## src/rtl/trng_capture.sv

```systemverilog
// rtl/trng_capture.sv - TRNG byte capture with synchronizer, repetition-count health test and FWFT FIFO
//
// Samples a forwarded TRNG clock and byte bus that are asynchronous to clk.
// One byte is taken per source period, on the synchronized falling edge.
// Each raw byte goes through a repetition-count test, then into a FIFO.
// Optional macro TRNG_CAPTURE_VN_EN inserts von Neumann debiasing between
// the health test and the FIFO.
//
// Ports:
//   clk, rst_n          local clock, asynchronous active-low reset
//   ena                 capture enable (the FIFO keeps draining when low)
//   clear               synchronous flush of FIFO, overflow, rct_fail, run counter
//   src_clk, src_data   asynchronous TRNG clock and 8-bit number bus
//   m_data/m_valid/m_ready   first-word-fall-through output stream
//   level               FIFO occupancy, 0..DEPTH
//   overflow            sticky, a byte was dropped on a full FIFO
//   rct_fail            sticky repetition-count failure

module trng_capture #(
    parameter int DEPTH       = 8,
    parameter int SYNC_STAGES = 2,
    parameter int RCT_CUTOFF  = 4
) (
    input  logic                       clk,
    input  logic                       rst_n,
    input  logic                       ena,
    input  logic                       clear,
    input  logic                       src_clk,
    input  logic [7:0]                 src_data,
    output logic [7:0]                 m_data,
    output logic                       m_valid,
    input  logic                       m_ready,
    output logic [$clog2(DEPTH):0]     level,
    output logic                       overflow,
    output logic                       rct_fail
);

    localparam int AW = $clog2(DEPTH);
    localparam int LW = AW + 1;
    localparam logic [7:0] CUTOFF = 8'(RCT_CUTOFF);

    logic [SYNC_STAGES-1:0] clk_sync;
    logic                   clk_sync_d;
    logic [7:0]             data_sync [SYNC_STAGES];

    logic                   cap_valid;
    logic [7:0]             cap_byte;

    logic [7:0]             prev;
    logic                   prev_valid;
    logic [7:0]             run;

    logic [7:0]             mem [DEPTH];
    logic [AW-1:0]          wr_ptr;
    logic [AW-1:0]          rd_ptr;
    logic [LW-1:0]          level_q;

    logic                   strobe;
    logic [7:0]             run_next;
    logic                   trip;
    logic                   raw_ok;
    logic                   push_req;
    logic [7:0]             push_byte;
    logic                   full;
    logic                   pop;
    logic                   push;
    logic                   drop;

    // Falling edge of the synchronized source clock lands mid-period, where
    // src_data has been stable for half a source cycle.
    assign strobe = clk_sync_d & ~clk_sync[SYNC_STAGES-1] & ena;

    assign run_next = (prev_valid && cap_byte == prev)
                    ? ((run == 8'hFF) ? run : run + 8'd1)
                    : 8'd1;
    assign trip     = cap_valid && (run_next >= CUTOFF);
    assign raw_ok   = cap_valid && !rct_fail && !trip;

`ifdef TRNG_CAPTURE_VN_EN
    logic [7:0] vn_acc;
    logic [3:0] vn_cnt;
    logic [7:0] vn_acc_n;
    logic [3:0] vn_cnt_n;

    // A raw byte yields at most 4 bits, so at most one byte completes per capture.
    always_comb begin
        vn_acc_n  = vn_acc;
        vn_cnt_n  = vn_cnt;
        push_req  = 1'b0;
        push_byte = vn_acc;
        if (raw_ok) begin
            for (int i = 3; i >= 0; i--) begin
                if (cap_byte[2*i+1] != cap_byte[2*i]) begin
                    vn_acc_n = {vn_acc_n[6:0], cap_byte[2*i+1]};
                    vn_cnt_n = vn_cnt_n + 4'd1;
                    if (vn_cnt_n == 4'd8) begin
                        push_req  = 1'b1;
                        push_byte = vn_acc_n;
                        vn_cnt_n  = 4'd0;
                    end
                end
            end
        end
    end

    always_ff @(posedge clk or negedge rst_n) begin
        if (!rst_n) begin
            vn_acc <= 8'd0;
            vn_cnt <= 4'd0;
        end else if (clear) begin
            vn_acc <= 8'd0;
            vn_cnt <= 4'd0;
        end else begin
            vn_acc <= vn_acc_n;
            vn_cnt <= vn_cnt_n;
        end
    end
`else
    assign push_req  = raw_ok;
    assign push_byte = cap_byte;
`endif

    assign full = (level_q == LW'(DEPTH));
    assign pop  = (level_q != '0) && m_ready;
    assign push = push_req && (!full || pop);
    assign drop = push_req && full && !pop;

    always_ff @(posedge clk or negedge rst_n) begin
        if (!rst_n) begin
            clk_sync   <= '0;
            clk_sync_d <= 1'b0;
            for (int i = 0; i < SYNC_STAGES; i++) data_sync[i] <= 8'd0;
            cap_valid  <= 1'b0;
            cap_byte   <= 8'd0;
            prev       <= 8'd0;
            prev_valid <= 1'b0;
            run        <= 8'd0;
            rct_fail   <= 1'b0;
            overflow   <= 1'b0;
            for (int i = 0; i < DEPTH; i++) mem[i] <= 8'd0;
            wr_ptr     <= '0;
            rd_ptr     <= '0;
            level_q    <= '0;
        end else begin
            clk_sync   <= {clk_sync[SYNC_STAGES-2:0], src_clk};
            clk_sync_d <= clk_sync[SYNC_STAGES-1];
            data_sync[0] <= src_data;
            for (int i = 1; i < SYNC_STAGES; i++) data_sync[i] <= data_sync[i-1];

            if (clear) begin
                cap_valid  <= 1'b0;
                prev_valid <= 1'b0;
                run        <= 8'd0;
                rct_fail   <= 1'b0;
                overflow   <= 1'b0;
                wr_ptr     <= '0;
                rd_ptr     <= '0;
                level_q    <= '0;
            end else begin
                cap_valid <= strobe;
                if (strobe) cap_byte <= data_sync[SYNC_STAGES-1];

                // The health test keeps tracking runs even after a failure.
                if (cap_valid) begin
                    run        <= run_next;
                    prev       <= cap_byte;
                    prev_valid <= 1'b1;
                    if (trip) rct_fail <= 1'b1;
                end

                if (push) begin
                    mem[wr_ptr] <= push_byte;
                    wr_ptr      <= wr_ptr + 1'b1;
                end
                if (pop) rd_ptr <= rd_ptr + 1'b1;
                if (push && !pop)      level_q <= level_q + 1'b1;
                else if (pop && !push) level_q <= level_q - 1'b1;
                if (drop) overflow <= 1'b1;
            end
        end
    end

    assign m_data  = mem[rd_ptr];
    assign m_valid = (level_q != '0);
    assign level   = level_q;

endmodule

```

## config.mk

```make
export PLATFORM = sky130hd
export DESIGN_NAME = trng_capture
export DESIGN_NICKNAME = d
export VERILOG_FILES = /design/src/rtl/trng_capture.sv
export SDC_FILE = /design/constraint.sdc
export NUM_CORES = 1
export LEC_CHECK = 0
export ABC_CLOCK_PERIOD_IN_PS = 4200
export CORE_MARGIN = 5
export CORE_UTILIZATION = 50
export DETAILED_ROUTE_END_ITERATION = 8
export DONT_BUFFER_PORTS = 1
export GPL_ROUTABILITY_DRIVEN = 1
export GPL_TIMING_DRIVEN = 1
export PLACE_DENSITY_LB_ADDON = 0.08
export SYNTH_ARGS = -nofsm -noshare
export SYNTH_HDL_FRONTEND = slang
export SYNTH_SLANG_ARGS = --single-unit
```

## constraint.sdc

```tcl
create_clock -name clk -period 4.2 [get_ports clk]
set_clock_uncertainty 0.15 [all_clocks]
set_input_delay 0.84 -clock clk [delete_from_list [all_inputs] [get_ports clk]]
set_output_delay 0.84 -clock clk [all_outputs]
set_load 0.005 [all_outputs]
```

==> flow_summary.yaml <==
outcome:
  status: "finished clean"
global_routing:
  grt-ovfl-total: 0
  grt_max_degree: 122
  antenna_found_initial: 0
  track_usage: 0.175
  grt_pass1_wl_microns: 17400
  grt_pass1_vias: 3287
drt:
  routed.top_layer: "met4"
  dr_wl_met3_microns: 465
  via_count: 3036
  viasPerCell: 5.63
  wl_met2_microns: 4750
  postRouteAntennaNets: 0
  first_pass_iters: 4
  wl_met1_microns: 4790
  drt_iter0_drc: 163
  routed_wl_microns: 10200
  drcViolationCount: 0
  wire_per_inst_microns: 18.9
clocking:
  cts_buffers: 17
  clock-root-buffer: "clkbuf_8"
  cts_tree: "built"
  cts_buffer_depth: 2
  clock_latency_ns: 0.52
  path_clk_slew_ns: 0.06
  htree_num_levels: 4
  cts_sinks: 121
timing:
  tns_ns: 0
  post-route-min-period_ns: 3.51
  setup_viol: 0
  period_share: 0.835
  rsz0062_at_grt: "false"
  max_freq_mhz: 285
  max_slew.worst_pin.slew_ns: 1.18
  slew_viol_final: 0
  hold_violations: 0
  relSlewSlack: 0.204
final_layout:
  num_antenna_cells: 0
  layout.nets: 409
  nFillCells: 868
  layout-drive-gt1-share: 0.366
  areaGrowthSynthToFinish_pct: 12.3
placed_design:
  post-dp-hpwl_microns: 6360
  place.gp.congestion: 0.731
  io_buffers: 0
power:
  p_per_area_mw_per_mm2: 525
  p_leak_nw: 2.77
  vdd_drop_max_mv: 0.352
  power_mw: 3.24
worst_setup_path:
  start_kind: "flop"
  endpoint_kind: "flop"
  critical_path_arrival_ns: 3.76
  r2r_slack_ns: 0.69
  crit_fanout: 11
  required_ns: 4.46
  critical_path_class: "reg -> reg"
floorplan:
  start_util: 0.510
  coreArea_sq_mm: 0.0108
  fp.dieW_microns: 115
  die_y_microns: 115
  io_pins: 29
  dieArea_sq_mm: 0.0132
  row_count: 38
logic_synthesis:
  synth_top_area_frac: 0.551
  synth_cells: 395
  ys_seq_area_frac: 0.551
  ys.warnings.count: 0
  async_reset_ff_frac: 1.00
  synth_area_sq_mm: 0.00550
  synth_seq_cells: 121
  synth-edff-count: 0
  syn_area_per_cell_sq_um: 13.9
  synth_most_common_cell: "dfrtp_1"
  synth_largest_area_cell: "dfrtp_1"
  syn_nets: 415
  synth_area_leaders: "dfrtp_1, mux2_2, mux4_2, mux2_4, xnor2_1"
  yosysUniqueCellTypes: 55
  synthTopCellsByCount: "dfrtp_1, mux2_2, nor2_1"
  synth_flop_cell: "dfrtp_1"
flow_run:
  drv_cap: 0
hold_path:
  min_path_type: "in -> async"
-- registers in the layout, indices dropped and copies added (netlist names) --
name        count
prev            8
wr_ptr          3
level           4
cap_valid       1
clk_sync        2
rct_fail        1
mem            64
clk_sync_d      1
cap_byte        8
run             8
data_sync      16
rd_ptr          3
prev_valid      1
overflow        1
-- power breakdown --
part / leakage, nW / internal (mW) / switching, mW
logic: 0.891 / 0.249 / 0.190
clock network: 0.278 / 0.919 / 0.481
registers: 1.60 / 1.27 / 0.134
-- per-stage QoR --
stage	cells	util	hold WS (ns)	cell area (sq um)	worst slack, ns
finish	539	0.572	0.108	6170	0.691
global route	539	0.572	0.145	6170	0.440
CTS	539	0.572	0.136	6170	0.673
detailed placement	509	0.517	0.186	5580	0.599
global placement	509	0.517	0.182	5580	0.669
floorplan	395	-	0.181	5500	0.827
-- final timing paths --
| path | from | endpoint | cells after the start |
|---|---|---|---|
| worst max-delay path | run[0]$_DFFE_PN0P_ | level[3]$_DFFE_PN0P_ | 13 |
| worst min-delay path | rst_n | run[6]$_DFFE_PN0P_ | 1 |
| worst max register to register | run[0]$_DFFE_PN0P_ | level[3]$_DFFE_PN0P_ | 13 |
| worst min register to register | data_sync[14]$_DFF_PN0_ | data_sync[6]$_DFF_PN0_ | 0 |
| max in group asynchronous | rst_n | mem[58]$_DFFE_PN0P_ | 1 |
| min in group clk | src_data[6] | data_sync[14]$_DFF_PN0_ | 0 |
-- placed cells by master (no fill, tap or decap), types with 2 or more instances in the layout --
cell type and n:
dfrtp_1 121, mux2_2 81, nor2_1 23, mux4_2 16
clkbuf_16 16, nand2_1 13, xnor2_1 11, nand3_1 9
o21ai_0 8, mux2_4 8, a21oi_1 7, a211oi_1 6
nor2b_1 5, ha_1 5, clkinv_2 4, nand4_1 3
inv_1 3, mux2_1 3, clkbuf_8 3, bufinv_16 3
and3_1 2, nor3_1 2, a41oi_1 2, nor3b_1 2
a22oi_1 2, a31oi_1 2, and2_1 2, xor2_1 2
mux2i_1 2, clkinvlp_4 2, buf_4 2
-- cells by family after synthesis --
group | after synthesis | share of synthesized area
muxes | 111 | 0.267
DFF | 121 | 0.551
xor gates and xnor gates | 13 | 0.0207
adders and majority gates | 6 | 0.0150
and+or+nand+nor | 76 | 0.0755
buffers and inverters | 31 | 0.0239
AOI/OAI and AO/OA | 37 | 0.0471
-- metal layers --
metal | up-vias | global-route usage
met4 | 0 | 0.0759
met5 | - | 0
li1 | 1425 | -
met3 | 18 | 0.0589
met1 | 1544 | 0.230
met2 | 49 | 0.265
-- area by class of cell --
| class | instances | area (sq um) | area share |
|---|---|---|---|
| well taps | 140 | 175 | 0.0284 |
| repair buffers | 3 | 42.5 | 0.00689 |
| clock buffers | 20 | 445 | 0.0722 |
| flip-flops and latches | 121 | 3030 | 0.490 |
| clock inverters | 9 | 125 | 0.0203 |
| multi-input cells | 243 | 2350 | 0.380 |
| inverters | 3 | 11.3 | 0.00182 |
-- critical path: stages (launching register included) --
cell     delay (ns)
dfrtp_1        0.44
ha_1           0.28
and3_1         0.27
o21ai_0        0.18
a21o_2         0.19
a31oi_4        0.13
nor2_2         0.38
nand2_1        0.17
ha_1           0.30
a21o_1         0.18
a21oi_1        0.17
nor2_1         0.06
mux2i_1        0.15
mux2_2         0.34
-- what timing repair did --
item,in CTS,in global routing
setup endpoints to repair,0,0
gates resized for setup,0,0
hold buffers,1,0
setup buffers,0,0
endpoints found under the hold margin,121,0
No activity file was read; power rests on OpenSTA's default activity.
